===== src/rtl/eks_sched_if.sv =====
// Control/status bundle for the EksBlowfish key-schedule sequencer.
// The master drives the request side; the sequencer owns the status side.
interface eks_sched_if #(
    parameter int COST_MAX = 31
) ();
    logic                start;
    logic [5:0]          cost;
    logic                abort;
    logic                ready;
    logic                busy;
    logic [2:0]          phase;
    logic                phase_first;
    logic                phase_last;
    logic [COST_MAX:0]   loop_rem;
    logic                done;
    logic                cost_err;

    modport master (
        output start, cost, abort,
        input  ready, busy, phase, phase_first, phase_last, loop_rem, done, cost_err
    );

    modport slave (
        input  start, cost, abort,
        output ready, busy, phase, phase_first, phase_last, loop_rem, done, cost_err
    );
endinterface


===== src/rtl/eks_sched.sv =====
// EksBlowfish phase sequencer: INIT, 2^cost KEY/SALT pairs, ENC_ITER encrypt passes, DONE.
// All status outputs are registered or decoded from registered state only.
module eks_sched #(
    parameter int COST_MAX = 31,
    parameter int EXP_CYC  = 521,
    parameter int ENC_CYC  = 192,
    parameter int ENC_ITER = 64
) (
    input  logic      clk,
    input  logic      rst_l,
    eks_sched_if.slave bus
);
    localparam int CYC_MAX = (EXP_CYC > ENC_CYC) ? EXP_CYC : ENC_CYC;
    localparam int CNT_W   = $clog2(CYC_MAX) + 1;
    localparam int PASS_W  = $clog2(ENC_ITER) + 1;
    localparam int LOOP_W  = COST_MAX + 1;

    localparam logic [CNT_W-1:0]  EXP_LAST  = CNT_W'(EXP_CYC - 1);
    localparam logic [CNT_W-1:0]  ENC_LAST  = CNT_W'(ENC_CYC - 1);
    localparam logic [PASS_W-1:0] PASS_LAST = PASS_W'(ENC_ITER - 1);

    typedef enum logic [2:0] {
        S_IDLE = 3'd0,
        S_INIT = 3'd1,
        S_KEY  = 3'd2,
        S_SALT = 3'd3,
        S_ENC  = 3'd4,
        S_DONE = 3'd5
    } state_t;

    state_t              state_q, state_d;
    logic [CNT_W-1:0]    cnt_q, cnt_d;
    logic [PASS_W-1:0]   pass_q, pass_d;
    logic [LOOP_W-1:0]   loop_q, loop_d;
    logic                cost_err_q, cost_err_d;
    logic                busy_w;
    logic                phase_end;

    function automatic logic cost_ok(input logic [5:0] c);
        return (c >= 6'd4) && (c <= 6'(COST_MAX));
    endfunction

    assign busy_w    = (state_q == S_INIT) || (state_q == S_KEY) ||
                       (state_q == S_SALT) || (state_q == S_ENC);
    assign phase_end = (cnt_q == ((state_q == S_ENC) ? ENC_LAST : EXP_LAST));

    always_ff @(posedge clk or negedge rst_l) begin
        if (!rst_l) begin
            state_q    <= S_IDLE;
            cnt_q      <= '0;
            pass_q     <= '0;
            loop_q     <= '0;
            cost_err_q <= 1'b0;
        end else begin
            state_q    <= state_d;
            cnt_q      <= cnt_d;
            pass_q     <= pass_d;
            loop_q     <= loop_d;
            cost_err_q <= cost_err_d;
        end
    end

    always_comb begin
        state_d    = state_q;
        cnt_d      = cnt_q;
        pass_d     = pass_q;
        loop_d     = loop_q;
        cost_err_d = 1'b0;

        case (state_q)
            S_IDLE: begin
                if (bus.start) begin
                    if (cost_ok(bus.cost)) begin
                        loop_d  = LOOP_W'(1) << bus.cost;
                        cnt_d   = '0;
                        pass_d  = '0;
                        state_d = S_INIT;
                    end else begin
                        cost_err_d = 1'b1;
                    end
                end
            end
            S_INIT, S_KEY: begin
                if (phase_end) begin
                    cnt_d   = '0;
                    state_d = (state_q == S_INIT) ? S_KEY : S_SALT;
                end else begin
                    cnt_d = cnt_q + 1'b1;
                end
            end
            S_SALT: begin
                if (phase_end) begin
                    cnt_d = '0;
                    if (loop_q > LOOP_W'(1)) begin
                        loop_d  = loop_q - LOOP_W'(1);
                        state_d = S_KEY;
                    end else begin
                        loop_d  = '0;
                        pass_d  = '0;
                        state_d = S_ENC;
                    end
                end else begin
                    cnt_d = cnt_q + 1'b1;
                end
            end
            S_ENC: begin
                if (phase_end) begin
                    cnt_d = '0;
                    if (pass_q == PASS_LAST) begin
                        state_d = S_DONE;
                    end else begin
                        pass_d = pass_q + 1'b1;
                    end
                end else begin
                    cnt_d = cnt_q + 1'b1;
                end
            end
            S_DONE: begin
                state_d = S_IDLE;
            end
            default: begin
                state_d = S_IDLE;
            end
        endcase

        // Abort overrides whatever transition the phase logic picked this edge.
        if (bus.abort && busy_w) begin
            state_d = S_IDLE;
            cnt_d   = '0;
            pass_d  = '0;
            loop_d  = '0;
        end
    end

    assign bus.ready       = (state_q == S_IDLE);
    assign bus.busy        = busy_w;
    assign bus.phase       = state_q;
    assign bus.phase_first = busy_w && (cnt_q == '0);
    assign bus.phase_last  = busy_w && phase_end;
    assign bus.loop_rem    = loop_q;
    assign bus.done        = (state_q == S_DONE);
    assign bus.cost_err    = cost_err_q;
endmodule


===== src/flat_wrapper.sv =====
// flat-port wrapper written by rule: the top's interface ports become plain ports
module eks_sched_flat 
#(
    parameter int COST_MAX = 31,
    parameter int EXP_CYC  = 521,
    parameter int ENC_CYC  = 192,
    parameter int ENC_ITER = 64
)
  (clk, rst_l, bus_start, bus_cost, bus_abort, bus_ready, bus_busy, bus_phase, bus_phase_first, bus_phase_last, bus_loop_rem, bus_done, bus_cost_err);
  eks_sched_if #(.COST_MAX(COST_MAX)) bus_i ();
  input  logic clk;
  input  logic rst_l;
  input wire logic [$bits(bus_i.start)-1:0] bus_start;
  input wire logic [$bits(bus_i.cost)-1:0] bus_cost;
  input wire logic [$bits(bus_i.abort)-1:0] bus_abort;
  output wire logic [$bits(bus_i.ready)-1:0] bus_ready;
  output wire logic [$bits(bus_i.busy)-1:0] bus_busy;
  output wire logic [$bits(bus_i.phase)-1:0] bus_phase;
  output wire logic [$bits(bus_i.phase_first)-1:0] bus_phase_first;
  output wire logic [$bits(bus_i.phase_last)-1:0] bus_phase_last;
  output wire logic [$bits(bus_i.loop_rem)-1:0] bus_loop_rem;
  output wire logic [$bits(bus_i.done)-1:0] bus_done;
  output wire logic [$bits(bus_i.cost_err)-1:0] bus_cost_err;
  assign bus_i.start = bus_start;
  assign bus_i.cost = bus_cost;
  assign bus_i.abort = bus_abort;
  assign bus_ready = bus_i.ready;
  assign bus_busy = bus_i.busy;
  assign bus_phase = bus_i.phase;
  assign bus_phase_first = bus_i.phase_first;
  assign bus_phase_last = bus_i.phase_last;
  assign bus_loop_rem = bus_i.loop_rem;
  assign bus_done = bus_i.done;
  assign bus_cost_err = bus_i.cost_err;
  eks_sched #(.COST_MAX(COST_MAX), .EXP_CYC(EXP_CYC), .ENC_CYC(ENC_CYC), .ENC_ITER(ENC_ITER)) u_core (.clk(clk), .rst_l(rst_l), .bus(bus_i));
endmodule

===== config.mk =====
export PLATFORM = sky130hd
export DESIGN_NAME = eks_sched_flat
export DESIGN_NICKNAME = d
export VERILOG_FILES = /design/src/rtl/eks_sched_if.sv /design/src/rtl/eks_sched.sv /design/src/flat_wrapper.sv
export SDC_FILE = /design/constraint.sdc
export NUM_CORES = 1
export LEC_CHECK = 0
export ABC_AREA = 1
export CORE_ASPECT_RATIO = 0.8
export CORE_MARGIN = 5
export CORE_UTILIZATION = 60
export CTS_CLUSTER_SIZE = 12
export DETAILED_ROUTE_END_ITERATION = 8
export MAX_ROUTING_LAYER = met4
export PLACE_DENSITY = 0.88
export SLEW_MARGIN = 20
export SYNTH_ARGS = -nofsm -noshare
export SYNTH_HDL_FRONTEND = slang
export SYNTH_SLANG_ARGS = --single-unit

===== constraint.sdc =====
create_clock -name clk -period 5.7 [get_ports clk]
set_clock_uncertainty 0.05 [all_clocks]
set_input_delay 0.855 -clock clk [delete_from_list [all_inputs] [get_ports clk]]
set_output_delay 0.855 -clock clk [all_outputs]
set_load 0.02 [all_outputs]

==> flow_summary.ini, run 1 <==
[logic_synthesis]
post-synth-top-count-cell = nand2_1
synthFlopType = dfrtp_1
async_flop_share_pct = 100.0
yosysTopAreaCell = dfrtp_1
synth.distinct_cells = 39
synth_edf_count = 0
synth_top_area_share_pct = 31.79
yosysSeqAreaShare_pct = 31.79
syn_inst = 656
netlist_area_um2 = 4250
avgSynthCellArea_um2 = 6.479
ys_top_cells_by_area = dfrtp_1 (32%), nand2_1 (17%), nor2_1 (9.4%)
ys_warn_count = 0
synth_nets = 671
ys_ff_latch = 54
ys_top_cells_by_count = nand2_1 (195), nor2_1 (106), inv_1 (61)

[grt]
grt_usage_pct = 29.16
antenna_found_initial = 0
grt_pass1_wl_mm = 20.62
grt_max_degree = 55
grt_pass1_vias = 4197
grt.overflow.total = 0

[route]
first_pass_iters = 5
via_per_inst = 5.826
wl_per_cell_um = 15.97
drtIter0Drc = 543
routed_wl_mm = 12.57
ant_nets = 0
vias = 4585
drcViolationCount = 0

[timing]
setup_slack_ns = 2.556
max_freq_ghz = 0.3180
relSlewSlack_pct = 52.52
tightest_slew_ns = 0.7122
finalCritPeriodShare_pct = 55.16
period_needed_ns = 3.144
hold_viol = 0
final-setup-viol-count = 0
setup_tns_ns = 0
rsz0062_at_grt = no
drv_slew = 0
holdWs_ns = 0.4319

[cts]
htree_num_levels = 2
post-cts-setup-buffers = 0
cts_buffer_depth = 2
numCtsBuffers = 5
cts-root-buf = clkbuf_8
cts_resized = 0
clkSinkCount = 54
cts.clk_slew.worst_paths_ns = 0.10
worstSkewPairLatency_ns = 0.32
ctsHoldBuffers = 0
cts_tree = built

[setup_path]
required_ns = 4.80
crit_type = reg2out
r2r_cells = 8
arrival_ns = 2.24
crit_path_max_fanout = 8
worstSetupStartpointType = register
end_kind = primary output

[floorplan]
core_area_um2 = 6892
fp-row-count = 27
ioPinCount = 51
fp.dieH_um = 85.28
die_w_um = 104.1
die_area_um2 = 8878
start_util_pct = 61.67

[layout]
final_cell_area_um2 = 4915
diodes = 0
area_growth_pct = 15.63
nets = 714
drive_gt1_share_pct = 6.143
fill_cells = 585

[placement]
dp_hpwl_mm = 9.493
placed_area_um2 = 4777
dp_slack_ns = 2.330
port-buffer-count = 50
place_congestion = 1.037

[run]
max_cap_violations = 0

[hold_path]
hold_path_class = reg2reg
hold_depth = 2

[outcome]
status = finished, final reports clean
cells by family after synthesis:
| group | after synthesis | synth area share (%) |
|---|---|---|
| fa+ha+maj | 5 | 1.472 |
| compound gates | 66 | 9.450 |
| simple gates | 424 | 44.45 |
| buf+inv | 84 | 8.095 |
| xor+xnor | 23 | 4.740 |
| flops | 54 | 31.79 |
registers in the layout, summed over array words and instances (netlist names):
name                 count
u_core.bus.cost_err      1
u_core.bus.loop_rem     32
u_core.bus.phase         3
u_core.cnt_q            11
u_core.pass_q            7
final timing paths:
path,slack [ns],to,start
setup / recovery,2.56,bus_phase_last,u_core.bus.phase[1]$_DFFE_PN0P_
hold / removal,0.43,u_core.pass_q[4]$_DFFE_PN0P_,u_core.pass_q[4]$_DFFE_PN0P_
setup reg to reg,2.97,u_core.bus.loop_rem[6]$_DFFE_PN0P_,u_core.bus.phase[1]$_DFFE_PN0P_
hold reg to reg,0.43,u_core.pass_q[4]$_DFFE_PN0P_,u_core.pass_q[4]$_DFFE_PN0P_
max in group asynchronous,4.52,u_core.bus.loop_rem[0]$_DFFE_PN0P_,rst_l
min in group asynchronous,0.60,u_core.cnt_q[0]$_DFFE_PN0P_,rst_l
placed cells by master (no fill, tap or decap), types with 2 or more instances in the layout:
cell	n
nand3_4	2
dfrtp_1	54
clkdlybuf4s50_1	49
nor2_1	106
nand2_2	5
nand2_1	195
o22ai_1	3
a21oi_1	6
nor2_2	6
nor2_4	3
xnor2_1	2
nor3_1	7
clkbuf_8	5
inv_1	61
nand4_1	23
inv_2	8
xor2_1	21
ha_1	5
nand3_2	3
nand3_1	58
nand3b_1	9
o21ai_0	26
nor3b_1	2
o31ai_1	6
bufinv_16	2
o21bai_1	6
o21ai_1	13
through the flow:
stage          utilization, %  cells
6_report                71.31    787
5_1_grt                 71.31    787
4_1_cts                 71.31    787
3_5_place_dp            69.32    779
3_3_place_gp            69.32    779
2_1_floorplan               -    656
layout make-up:
| class | count | area [µm²] | share of cell area, % |
|---|---|---|---|
| tap | 87 | 108.9 | 2.215 |
| inverter | 69 | 259.0 | 5.270 |
| sequential | 54 | 1351 | 27.50 |
| multi-input combinational | 518 | 2555 | 51.99 |
| clock inverter | 3 | 68.82 | 1.400 |
| timing repair buffer | 51 | 503.0 | 10.23 |
| clock buffer | 5 | 68.82 | 1.400 |
per-layer routing:
metal	share of wire [%]	vias up	global-route usage, %
met2	43	232	43.34
met5	0	-	-
met3	8.6	32	5.627
met4	2.3	0	9.059
li1	-	2207	-
met1	46	2114	40.30
critical path, cell delays in order (launching register included):
cell	delay, ns
dfrtp_1	0.47
inv_2	0.11
nand2_2	0.07
nor2_1	0.19
nand2_1	0.08
nand2_1	0.10
nand3_4	0.17
nor2_1	0.13
clkdlybuf4s50_1	0.61
Power of run 1 is left out: the tool's default activity adds up to more than one toggle a clock period on the data nets, which glitch-free logic cannot reach.
==> inputs of run 2 (changes only) <==
--- a/config.mk
+++ b/config.mk
@@ -8,11 +8,11 @@
 export ABC_AREA = 1
 export CORE_ASPECT_RATIO = 0.8
 export CORE_MARGIN = 5
-export CORE_UTILIZATION = 60
+export CORE_UTILIZATION = 57
 export CTS_CLUSTER_SIZE = 12
 export DETAILED_ROUTE_END_ITERATION = 8
 export MAX_ROUTING_LAYER = met4
-export PLACE_DENSITY = 0.88
+export PLACE_DENSITY = 0.84
 export SLEW_MARGIN = 20
 export SYNTH_ARGS = -nofsm -noshare
 export SYNTH_HDL_FRONTEND = slang
==> constraint.sdc (replaced) <==
create_clock -name clk -period 3 [get_ports clk]
set_clock_uncertainty 0.05 [all_clocks]
set_input_delay 0.45 -clock clk [delete_from_list [all_inputs] [get_ports clk]]
set_output_delay 0.45 -clock clk [all_outputs]
set_load 0.02 [all_outputs]
==> flow_summary.ini, run 2 (synthesis results as in run 1) <==
[layout]
multiInputGateArea_um2 = 2555
nets = 720
area_growth_pct = 15.69
final_common_cell = nand2_1
drive_gt1_share_pct = 6.799
diodes = 0
fill_cells = 675
ff_latch_area_um2 = 1351
largest_reg_flops = 32
final_cell_mix = nand2_1 (195), nor2_1 (106), inv_1 (61), nand3_1 (58), dfrtp_1 (54)

[timing]
final-setup-viol-count = 0
finalCritPeriodShare_pct = 91.28
max_freq_ghz = 0.3652
period_needed_ns = 2.738
tightest_slew_ns = 0.5443
rsz0062_at_grt = no
setup_tns_ns = 0
relSlewSlack_pct = 63.71
hold_viol = 0
setup_slack_ns = 0.2615
drv_slew = 0

[setup_path]
max_stage_delay_ns = 0.61
required_ns = 2.50
crit_path_max_fanout = 8
critPathTopFamily = simple AND/OR/NAND/NOR gates
reg2reg_from = u_core.bus.loop_rem[0]$_DFFE_PN0P_
crit_type = reg2out
worstSetupStartpointType = register
startpoint = u_core.bus.phase[0]$_DFFE_PN0P_
r2r_setup_slack_ns = 0.58
cp_slowest_cell = clkdlybuf4s50_1
crit_chain = inv_2 -> nand2_2 -> nor2_1 -> nand2_1 -> nand2_1 -> nand3_4 -> nor2_1 -> clkdlybuf4s50_1
arrival_ns = 2.24
critical_path_buf_inv_count = 2
end_kind = primary output

[floorplan]
ioPinCount = 51
fp-row-count = 28
core_area_um2 = 7322
die_w_um = 106.5
fp.dieH_um = 87.24
start_util_pct = 58.05
die_area_um2 = 9294

[route]
drtIter0Drc = 517
ant_nets = 0
via_per_inst = 5.812
routed_wl_mm = 12.62
drcViolationCount = 0
highest_layer = met4
vias = 4626
routed-wl-met2_mm = 5.516
wl_per_cell_um = 15.85
first_pass_iters = 8
wl_met3_mm = 1.231
wl_met1_mm = 5.654

[cts]
ctsHoldBuffers = 0
cts.clk_slew.worst_paths_ns = 0.09
cts_resized = 0
post-cts-setup-buffers = 0
cts_buffer_depth = 2
clkSinkCount = 54
worstSkewPairLatency_ns = 0.32
cts_tree = built
htree_num_levels = 2
numCtsBuffers = 5
cts-root-buf = clkbuf_8

[grt]
grt_pass1_wl_mm = 20.38
grt_usage_pct = 28.42
grt.overflow.total = 0
grt_max_degree = 33
grt_pass1_vias = 4147
antenna_found_initial = 0

[hold_path]
hold_path_class = in2async

[placement]
dp_hpwl_mm = 9.801
dp_slack_ns = 0.3981
place_congestion = 1.012
port-buffer-count = 50

[outcome]
status = finished, final reports clean

[run]
max_cap_violations = 0
-- run 2: worst paths after layout --
| kind | to | cells past startpoint |
|---|---|---|
| max | bus_phase_last | 8 |
| min | u_core.pass_q[3]$_DFFE_PN0P_ | 1 |
| max reg2reg | u_core.pass_q[1]$_DFFE_PN0P_ | 13 |
| min reg2reg | u_core.pass_q[4]$_DFFE_PN0P_ | 2 |
| max in group asynchronous | u_core.bus.loop_rem[15]$_DFFE_PN0P_ | 2 |
| min in group clk | u_core.pass_q[4]$_DFFE_PN0P_ | 2 |
-- run 2: layout make-up --
type                            count  area share, %
Timing Repair Buffer               57          11.15
Inverter                           69          5.267
Sequential cell                    54          27.48
Tap cell                           90          2.290
Clock buffer                        7          1.756
Clock inverter                      1         0.1018
Multi-Input combinational cell    518          51.96
-- run 2: per-layer routing --
layer / vias to the layer above / GRT usage [%]
met5: - / -
met4: 0 / 7.085
met3: 28 / 3.929
met2: 252 / 42.50
met1: 2136 / 40.97
li1: 2210 / -
-- run 2: per-stage QoR --
stage	cell area [µm²]	hold slack, ns	utilization [%]	cells
final	4917	0.06032	67.16	796
after global routing	4917	0.09497	67.16	796
after CTS	4917	0.07915	67.16	796
after detailed placement	4826	0.4219	65.91	788
after global placement	4826	0.4041	65.91	788
after floorplan	4250	0.1044	-	656
-- run 2: worst register-to-register path: stages (launching register included) --
cell and delay, ns:
dfrtp_1 0.42, inv_1 0.13, ha_1 0.29, nand2_1 0.15, nor2_4 0.16, nand2_2 0.11, nand2_1 0.10, nand2_1 0.11
nand3_2 0.22, inv_2 0.09, nor2_4 0.22, nand2_4 0.12, nand2_1 0.08, nand2_1 0.06
Power of run 2 is left out for the same reason.
==> inputs of run 3 (changes only) <==
--- a/config.mk
+++ b/config.mk
@@ -8,11 +8,11 @@
 export ABC_AREA = 1
 export CORE_ASPECT_RATIO = 0.8
 export CORE_MARGIN = 5
-export CORE_UTILIZATION = 57
+export CORE_UTILIZATION = 37
 export CTS_CLUSTER_SIZE = 12
 export DETAILED_ROUTE_END_ITERATION = 8
 export MAX_ROUTING_LAYER = met4
-export PLACE_DENSITY = 0.84
+export PLACE_DENSITY = 0.6
 export SLEW_MARGIN = 20
 export SYNTH_ARGS = -nofsm -noshare
 export SYNTH_HDL_FRONTEND = slang
==> flow_summary.ini, run 3 (synthesis results as in run 1) <==
[outcome]
status = finished, final reports clean

[layout]
area_growth_pct = 19.64
drive_gt1_share_pct = 7.454
diodes = 0
fin_util_pct = 44.66
multiInputGateArea_um2 = 2555
final_cell_mix = nand2_1 (195), nor2_1 (106), inv_1 (61), nand3_1 (58), dfrtp_1 (54)
fill_cells = 1199
largest_reg_flops = 32
ff_latch_area_um2 = 1351
nets = 725
finalNonFillerCells = 859
final_common_cell = nand2_1

[setup_path]
cp.depth = 8
worstSetupStartpointType = register
end_kind = primary output
critical_path_buf_inv_count = 2
required_ns = 2.50
arrival_ns = 2.22
max_stage_delay_ns = 0.61
crit_chain = inv_2 -> nand2_2 -> nor2_1 -> nand2_1 -> nand2_1 -> nand3_4 -> nor2_1 -> clkdlybuf4s50_1
crit_path_max_fanout = 8
critPathTopFamily = simple AND/OR/NAND/NOR gates
cp_slowest_cell = clkdlybuf4s50_1
r2r_cells = 13
crit_type = reg2out

[timing]
max_freq_ghz = 0.3673
period_needed_ns = 2.722
final-setup-viol-count = 0
drv_slew = 0
hold_viol = 0
relSlewSlack_pct = 67.29
tightest_slew_ns = 0.4880
setup_slack_ns = 0.2778
finalCritPeriodShare_pct = 90.74
rsz0062_at_grt = no
setup_tns_ns = 0

[placement]
place_congestion = 0.9532
dp_hpwl_mm = 10.69
port-buffer-count = 50
place_inst = 850
dp_slack_ns = 0.4296

[route]
wl_met1_mm = 7.029
drcViolationCount = 0
highest_layer = met4
via_per_inst = 5.243
routed_wl_mm = 13.87
ant_nets = 0
wl_met3_um = 865
vias = 4504
routed-wl-met2_mm = 5.821
drtIter0Drc = 385
wl_per_cell_um = 16.14
first_pass_iters = 5

[cts]
worstSkewPairLatency_ns = 0.31
cts.clk_slew.worst_paths_ns = 0.07
cts_resized = 0
post-cts-setup-buffers = 0
numCtsBuffers = 5
ctsHoldBuffers = 1
cts_tree = built
htree_num_levels = 2
clkSinkCount = 54
cts_buffer_depth = 2
cts-root-buf = clkbuf_16

[floorplan]
core_area_um2 = 11390
ioPinCount = 51
die_area_um2 = 13740
fp.dieH_um = 105.9
fp-row-count = 35
die_w_um = 129.8
start_util_pct = 37.33

[grt]
grt_pass1_wl_mm = 22.14
grt_pass1_vias = 4115
grt_usage_pct = 21.11
grt.overflow.total = 0
grt_max_degree = 29
antenna_found_initial = 0

[hold_path]
hold_path_class = in2async

[run]
max_cap_violations = 0
[run 3: worst paths after layout]
kind | endpoint | slack, ns | from
max in group asynchronous | u_core.bus.loop_rem[12]$_DFFE_PN0P_ | 1.89 | rst_l
worst min register to register | u_core.pass_q[4]$_DFFE_PN0P_ | 0.44 | u_core.pass_q[4]$_DFFE_PN0P_
worst max register to register | u_core.pass_q[3]$_DFFE_PN0P_ | 0.68 | u_core.bus.loop_rem[0]$_DFFE_PN0P_
worst min-delay path | u_core.pass_q[3]$_DFFE_PN0P_ | 0.43 | rst_l
min in group clk | u_core.pass_q[4]$_DFFE_PN0P_ | 0.44 | u_core.pass_q[4]$_DFFE_PN0P_
worst max-delay path | bus_phase_last | 0.28 | u_core.bus.phase[1]$_DFFE_PN0P_
[run 3: layout make-up]
| type | instances | area share (%) |
|---|---|---|
| flip-flops and latches | 54 | 26.57 |
| inverters | 69 | 5.093 |
| repair buffers | 62 | 11.56 |
| well taps | 148 | 3.642 |
| clock inverters | 3 | 0.4183 |
| clock buffers | 5 | 2.461 |
| multi-input cells | 518 | 50.25 |
[run 3: stage by stage]
stage / hold slack [ns] / cell area (µm²)
2_1_floorplan: 0.1044 / 4250
3_3_place_gp: 0.2138 / 4928
3_5_place_dp: 0.2164 / 4928
4_1_cts: 0.4232 / 5085
5_1_grt: 0.4513 / 5085
6_report: 0.4272 / 5085
[run 3: routing by layer]
layer / vias up / track usage (%)
met5: - / -
met4: 0 / 4.748
met3: 11 / 2.786
met2: 148 / 28.96
met1: 2115 / 32.68
li1: 2230 / -
Power of run 3 is left out for the same reason.
